[config.mk]
export PLATFORM = sky130hd
export DESIGN_NAME = led_meter_ctrl
export DESIGN_NICKNAME = d
export VERILOG_FILES = /design/src/rtl/led_meter_pkg.sv /design/src/rtl/led_peak_detect.sv /design/src/rtl/led_meter_ctrl.sv
export SDC_FILE = /design/constraint.sdc
export NUM_CORES = 1
export LEC_CHECK = 0
export BUFFER_PORTS_ARGS = -buffer_cell sky130_fd_sc_hd__buf_2
export CELL_PAD_IN_SITES_DETAIL_PLACEMENT = 0
export CELL_PAD_IN_SITES_GLOBAL_PLACEMENT = 1
export CORE_MARGIN = 1.5
export CORE_UTILIZATION = 30
export CTS_CLUSTER_DIAMETER = 150
export DETAILED_ROUTE_END_ITERATION = 10
export HOLD_SLACK_MARGIN = 0.02
export MAX_ROUTING_LAYER = met4
export PLACE_DENSITY_LB_ADDON = 0.12
export SETUP_SLACK_MARGIN = 0.2
export SKIP_LAST_GASP = 1
export SYNTH_ARGS = -nofsm -noshare
export SYNTH_HDL_FRONTEND = slang
export SYNTH_HIERARCHICAL = 1
export SYNTH_SLANG_ARGS = --single-unit
[constraint.sdc]
create_clock -name clk -period 3.8 [get_ports clk]
set_input_delay 0.38 -clock clk [delete_from_list [all_inputs] [get_ports clk]]
set_output_delay 0.38 -clock clk [all_outputs]
set_load 0.01 [all_outputs]
[src/rtl/led_meter_pkg.sv]
// Shared types and constants for the LED level meter: FSM states, bar geometry,
// and the level-to-thermometer conversion used to drive the LED pins.
package led_meter_pkg;

   typedef enum logic [1:0] {IDLE, ACQUIRE, UPDATE} state_t;

   localparam int LEVEL_W   = 5;
   localparam int NUM_LEDS  = 16;
   localparam int MAG_SHIFT = 11;

   function automatic logic [NUM_LEDS-1:0] level_to_therm(input logic [LEVEL_W-1:0] level);
      logic [NUM_LEDS-1:0] bar;
      bar = '0;
      for (int i = 0; i < NUM_LEDS; i++)
         bar[i] = (i < int'(level));
      return bar;
   endfunction

endpackage

[src/rtl/led_peak_detect.sv]
// Running peak of |sample| over one update window. seed restarts the window,
// optionally primed with the sample arriving in that same cycle.
module led_peak_detect
   import led_meter_pkg::*;
(
   input  logic        clk,
   input  logic        rst,
   input  logic        clear,
   input  logic        seed,
   input  logic        sample_valid,
   input  logic [15:0] sample_data,
   output logic [14:0] peak
);

   logic [15:0] neg;
   logic [14:0] mag;

   // -32768 has no positive counterpart in 16 bits, so it saturates to 32767
   always_comb begin
      neg = -sample_data;
      if (!sample_data[15])
         mag = sample_data[14:0];
      else if (sample_data == 16'h8000)
         mag = 15'h7FFF;
      else
         mag = neg[14:0];
   end

   always_ff @(posedge clk) begin
      if (rst || clear)
         peak <= '0;
      else if (seed)
         peak <= sample_valid ? mag : '0;
      else if (sample_valid && (mag > peak))
         peak <= mag;
   end

endmodule

[src/rtl/led_meter_ctrl.sv]
// 16-LED level meter: windowed peak detection, peak-to-level mapping and
// hold/decay ballistics, all sequenced from a single clock.
module led_meter_ctrl
   import led_meter_pkg::*;
#(
   parameter int TICK_DIV   = 3000000,
   parameter int HOLD_TICKS = 4,
   parameter int DECAY_STEP = 1
) (
   input  logic                clk,
   input  logic                rst,
   input  logic                enable,
   input  logic                sample_valid,
   input  logic [15:0]         sample_data,
   output logic [NUM_LEDS-1:0] led,
   output logic [LEVEL_W-1:0]  level,
   output logic                level_valid
);

   localparam int TICK_W = $clog2(TICK_DIV);
   localparam int HOLD_W = $clog2(HOLD_TICKS + 2);
   localparam logic [TICK_W-1:0]  TICK_LAST = TICK_W'(TICK_DIV - 1);
   localparam logic [LEVEL_W-1:0] STEP      = LEVEL_W'(DECAY_STEP);

   state_t              state, state_nxt;
   logic [TICK_W-1:0]   tick_cnt;
   logic [LEVEL_W-1:0]  disp_level, disp_nxt, new_level, decayed;
   logic [HOLD_W-1:0]   hold_cnt, hold_nxt;
   logic [14:0]         peak;
   logic                clear, seed;

   assign clear = (state == IDLE) || ((state == ACQUIRE) && !enable);
   assign seed  = (state == UPDATE);

   led_peak_detect u_peak (
      .clk          (clk),
      .rst          (rst),
      .clear        (clear),
      .seed         (seed),
      .sample_valid (sample_valid),
      .sample_data  (sample_data),
      .peak         (peak)
   );

   always_comb begin
      state_nxt = state;
      case (state)
         IDLE:    if (enable) state_nxt = ACQUIRE;
         ACQUIRE: if (!enable) state_nxt = IDLE;
                  else if (tick_cnt == TICK_LAST) state_nxt = UPDATE;
         UPDATE:  state_nxt = enable ? ACQUIRE : IDLE;
         default: state_nxt = IDLE;
      endcase
   end

   // A fresh maximum restarts the hold; decay never undershoots the new level
   always_comb begin
      new_level = (peak == '0) ? '0 : LEVEL_W'(peak >> MAG_SHIFT) + LEVEL_W'(1);
      decayed   = (disp_level > STEP) ? disp_level - STEP : '0;
      disp_nxt  = disp_level;
      hold_nxt  = hold_cnt;
      if (new_level >= disp_level) begin
         disp_nxt = new_level;
         hold_nxt = HOLD_W'(HOLD_TICKS);
      end else if (hold_cnt != '0) begin
         hold_nxt = hold_cnt - HOLD_W'(1);
      end else begin
         disp_nxt = (new_level > decayed) ? new_level : decayed;
      end
   end

   always_ff @(posedge clk) begin
      if (rst) begin
         state       <= IDLE;
         tick_cnt    <= '0;
         disp_level  <= '0;
         hold_cnt    <= '0;
         led         <= '0;
         level       <= '0;
         level_valid <= 1'b0;
      end else begin
         state       <= state_nxt;
         level_valid <= 1'b0;
         case (state)
            ACQUIRE: begin
               if (enable) begin
                  tick_cnt <= tick_cnt + TICK_W'(1);
               end else begin
                  tick_cnt   <= '0;
                  disp_level <= '0;
                  hold_cnt   <= '0;
                  led        <= '0;
                  level      <= '0;
               end
            end
            UPDATE: begin
               tick_cnt    <= '0;
               disp_level  <= disp_nxt;
               hold_cnt    <= hold_nxt;
               led         <= level_to_therm(disp_nxt);
               level       <= disp_nxt;
               level_valid <= 1'b1;
            end
            default: begin
               tick_cnt   <= '0;
               disp_level <= '0;
               hold_cnt   <= '0;
               led        <= '0;
               level      <= '0;
            end
         endcase
      end
   end

endmodule

==> results.cfg, run 1 <==
[synthesis]
async_flop_share = 0
netlist_area_um2 = 3994
ys_top_cells_by_count = 63 x dfxtp_1, 54 x nand2_1, 43 x nor2_1
ys_ff_latch = 63
synth_sequential_area_ratio = 0.3158
syn_nets = 532
ys_top_cells_by_area = dfxtp_1 32%, ha_1 10%, nand2_1 5.1%
synth_area_per_cell_um2 = 8.320
synth_area_leader_cell = dfxtp_1
ys_types = 66
postSynthCellCount = 480
ys_warn_count = 6
post-synth-top-area-fraction = 0.3158
synth_edf_count = 0
yosysMostFrequentCell = dfxtp_1
ys.flop_type = dfxtp_1

[place]
dp.cells = 699
place_congestion = 0.8644
hpwlAfterDp_um = 8038
io_buffers = 41

[sta]
fmax_mhz = 293.0
clock_skew_ps = 5.769
slew_headroom = 0.2585
hold_violations = 0
slew_viol_final = 0
setup_viol = 0
period_share = 0.8983
tightest_slew_ps = 1106
fin_tns_setup_ps = 0
rsz0062_at_grt = true
hold_slack_ps = 296.7
finalCriticalPeriod_ps = 3413

[detailed_routing]
vias = 3608
totalWireLength_um = 10350
drc = 0
detail_route.first_pass.iterations = 4
viasPerCell = 5.039
drtAntennaViolNets = 0
first_iter_violations = 143
post_drt_wl_per_cell_um = 14.46

[cells_and_area]
final_nets = 591
stdcell_count = 716
syn2layout_area_growth_pct = 22.18
diodes = 0
drive_gt1_frac = 0.1967

[die]
num_rows = 41
core_um2 = 12820
dieArea_um2 = 14010
die_h_um = 118.4
io_pins = 42
initial_core_util = 0.3114
fp.dieW_um = 118.4

[global_routing]
use_met2 = 0.2573
antenna_found_initial = 0
busiest_layer = met2
met3_usage = 0.04295
grt_pass1_wl_um = 17130
grt_pass1_vias = 3411
grt_util_all_layers = 0.1589
grtUsageMet1 = 0.1878
grt_overflow = 0
grt_max_degree = 26

[critical_path]
start_kind = flop
arrival_ps = 3620
crit_fanout = 7
reg2reg_depth = 13
reg2reg_slack_ps = 390
worstReg2RegEnd = led[0]
worstSetupPathType = reg -> reg
rr_startpoint = disp_level[1]
critPathRequiredTime_ps = 4010
endpoint_kind = flop

[worst_hold_path]
holdPathEnd = state[0]
worstHoldPathCells = 3
hp-class = in -> reg
hold_start = enable

[clock_tree]
clk_pin_slew_ps = 60
hold_buffers = 0
cts_max_level = 3
cts-root-buf = clkbuf_16
cts_buffer_depth = 2
cts_tree = done
clock_latency_ps = 340
cts.sink_count = 63
cts_buffers = 9

[power]
design_power_total_mw = 1.697
power_density_nw_per_um2 = 347.8
p_leak_nw = 1.992
ir_worst_vdd_mv = 0.3344

[outcome]
status = completed

[job]
timing.max_cap.violations = 0
-- metal layers --
layer | part of all wire | up-vias | wire length (µm)
li1 | - | 1860 | -
met1 | 0.46 | 1663 | 4800
met2 | 0.47 | 67 | 4863
met3 | 0.040 | 18 | 414
met4 | 0.027 | 0 | 275
met5 | 0 | - | 0
-- cell families (layout without fill, tap and decap cells) --
logic type	after synthesis	in the layout	share of synthesized area
multiplexers	18	18	0.04605
XOR/XNOR	28	28	0.06140
AO/OA/AOI/OAI	100	100	0.1867
adder cells (fa/ha/maj)	32	32	0.1002
buffers and inverters	45	109	0.04355
AND/OR/NAND/NOR	194	194	0.2462
flip-flops	63	63	0.3158
-- how the worst max path moves through the flow --
stage | start | end | slack, ps | cells after the start
4_1_cts | disp_level[0] | led[4] | 330 | 12
6_report | disp_level[1] | led[0] | 390 | 13
3_5_place_dp | sample_data[6] | u_peak/peak[4] | 30 | 11
2_1_floorplan | sample_data[5] | u_peak/peak[0] | 190 | 11
3_3_place_gp | sample_data[0] | u_peak/peak[0] | 80 | 12
5_1_grt | disp_level[1] | led[14] | 180 | 13
-- sequential cells by signal, indices dropped and copies added, names as in the netlist --
| name | cells |
|---|---|
| tick_cnt | 22 |
| level_valid | 1 |
| disp_level | 4 |
| led | 16 |
| u_peak/peak | 15 |
| state | 2 |
| hold_cnt | 3 |
-- cell usage in the layout, fill, tap and decap left out, drive strengths merged, types with 15 or more instances in the layout --
master / synthesis / layout
a21oi: 26 / 26
buf: 4 / 61
dfxtp: 63 / 63
ha: 32 / 32
inv: 32 / 32
mux2i: 15 / 15
nand2: 54 / 54
nand3: 19 / 19
nor2: 43 / 43
o21ai: 18 / 18
xor2: 19 / 19
-- report_power, final --
part           internal [mW]  switching, mW  leakage [nW]  total [mW]
sequential             0.665        0.00346         0.508       0.669
clock                  0.527          0.309         0.141       0.836
combinational         0.0810          0.111          1.34       0.192
-- critical path: stages, from the launching register on --
cell and delay [ps]:
dfxtp_1 400, inv_1 120, ha_1 180, o21ba_2 270, nor4_4 70, or2_2 290, ha_1 290, nor2b_1 140
o21ai_1 230, a21oi_2 120, a21oi_4 300, mux2_2 420, o41ai_2 360, nand3_1 110
-- per-stage QoR --
step / area (µm²) / worst slack (ps) / utilization
finish: 4880 / 386.5 / 0.3805
global route: 4880 / 177.0 / 0.3805
floorplan: 4041 / 185.3 / -
CTS: 4861 / 333.2 / 0.3790
global placement: 4552 / 80.74 / 0.3549
detailed placement: 4552 / 27.72 / 0.3549
-- final cells by class --
type | instances | area [µm²]
inverters | 32 | 120.1
clock buffers | 10 | 239.0
flip-flops and latches | 63 | 1262
multi-input cells | 372 | 2605
fillers | 1330 | 7945
repair buffers | 61 | 367.9
clock inverters | 6 | 70.07
well taps | 172 | 215.2
-- repair_timing --
item	4_1_cts	5_1_grt
resized for setup	0	3
setup endpoints to repair	0	28
setup buffers	0	1
Note: power is estimated with default switching activity, not from simulation.
==> inputs of run 2 (changes only) <==
Settings changed: PLACE_DENSITY from default to 0.58, PLACE_DENSITY_LB_ADDON 0.12 to default.
==> results.cfg, run 2 (synthesis gave the netlist of run 1 again) <==
[outcome]
status = completed

[detailed_routing]
totalWireLength_um = 10190
viasPerCell = 5.008
detail_route.first_pass.iterations = 4
drtAntennaViolNets = 0
post_drt_wl_per_cell_um = 14.17
vias = 3601
drc = 0
first_iter_violations = 159

[sta]
hold_slack_ps = 315.2
finalCriticalPeriod_ps = 3483
rsz0062_at_grt = false
layout_setup_ws_ps = 317.2
fmax_mhz = 287.1
period_share = 0.9165
hold_violations = 0
slew_headroom = 0.2749
tightest_slew_ps = 1082
setup_viol = 0
slew_viol_final = 0
fin_tns_setup_ps = 0
clock_skew_ps = 5.181

[critical_path]
endpoint_kind = flop
cp_top_family = simple AND/OR/NAND/NOR gates
worstSetupPathType = in -> reg
cpPeakStageDelay_ps = 580
crit_fanout = 9
critPathSlowestCell = or4_1
arrival_ps = 3720
crit_path_cell_trace = buf_2 > or4_1 > or4_4 > o31a_1 > o21a_1 > ha_1 > nand4_1 > o21bai_1 > or4b_4 > o21ai_4 > a2bb2oi_1
start_kind = input port
critPathRequiredTime_ps = 4040
crit_buf_inv = 1

[place]
dp.cells = 697
hpwlAfterDp_um = 7863
place_congestion = 0.7873
placement.cell_area_um2 = 4537
pre_cts_slack_ps = 14.70
io_buffers = 41

[clock_tree]
cts_max_level = 3
cts-root-buf = clkbuf_16
cts_buffer_depth = 2
clk_pin_slew_ps = 50
cts.sink_count = 63
cts_tree = done
clock_latency_ps = 320
cts_buffers = 9

[global_routing]
antenna_found_initial = 1
grt_pass1_vias = 3439
grt_pass1_wl_um = 16800
grt_max_degree = 26
grt_util_all_layers = 0.1512
grt_overflow = 0

[die]
fp.dieW_um = 118.4
core_um2 = 12820
io_pins = 42
initial_core_util = 0.3114
num_rows = 41
die_h_um = 118.4
dieArea_um2 = 14010

[cells_and_area]
largest-register = tick_cnt
nFillCells = 1381
syn2layout_area_growth_pct = 23.53
largest_reg_flops = 22
most-common-layout-cells = 63 x dfxtp_1, 54 x nand2_1, 43 x nor2_1
reg_top3 = tick_cnt: 22 flops, led: 16 flops, u_peak/peak: 15 flops
final_nets = 593
layout_commonest_cell = dfxtp_1
final_area_um2 = 4933
drive_gt1_frac = 0.2015
stdcell_count = 719

[power]
power_density_nw_per_um2 = 356.2
p_leak_nw = 2.024
ir_worst_vdd_mv = 0.2178

[worst_hold_path]
hp-class = in -> reg

[job]
timing.max_cap.violations = 0
==> run 2: final timing paths <==
| kind | startpoint | end | slack (ps) | cells after the start |
|---|---|---|---|---|
| setup reg to reg | disp_level[1] | led[0] | 400 | 13 |
| hold / removal | enable | state[0] | 320 | 3 |
| setup / recovery | sample_data[5] | u_peak/peak[4] | 320 | 11 |
| hold reg to reg | led[7] | led[7] | 430 | 2 |
==> run 2: cell type report <==
class,count,area [µm²],share of cell area
Clock inverter,6,92.59,0.01877
Timing Repair Buffer,63,382.9,0.07761
Sequential cell,63,1261,0.2556
Clock buffer,10,239.0,0.04844
Inverter,32,120.1,0.02435
Tap cell,172,215.2,0.04362
Antenna cell,1,2.502,0.0005072
Multi-Input combinational cell,372,2620,0.5311
==> run 2: per-stage QoR <==
| stage | utilization | total power [mW] |
|---|---|---|
| after floorplan | - | 0.8091 |
| after global placement | 0.3538 | 0.8684 |
| after detailed placement | 0.3538 | 0.8700 |
| after CTS | 0.3796 | 1.782 |
| after global routing | 0.3847 | 1.845 |
| final | 0.3847 | 1.757 |
==> run 2: metal layers <==
metal / vias to the layer above / routed length (µm) / track usage
li1: 1865 / - / -
met1: 1693 / 5175 / 0.1964
met2: 39 / 4676 / 0.2420
met3: 4 / 294 / 0.03620
met4: 0 / 38 / 0.02711
met5: - / 0 / -
==> run 2: report_power, final <==
| group | internal, mW | switching [mW] | leakage (nW) | total (mW) |
|---|---|---|---|---|
| Clock | 0.595 | 0.300 | 0.155 | 0.895 |
| Sequential | 0.665 | 0.00336 | 0.508 | 0.668 |
| Combinational | 0.0827 | 0.111 | 1.36 | 0.194 |
==> run 2: timing repair <==
action / CTS / global route
hold buffers: 0 / 0
setup endpoints to repair: 0 / 18
resized for setup: 0 / 4
setup buffers: 0 / 5
hold endpoints to repair: 0 / 0
==> run 2: tightest hold or removal path, stage by stage <==
cell and delay [ps]:
buf_2 110, nand2b_1 60, a21oi_1 40
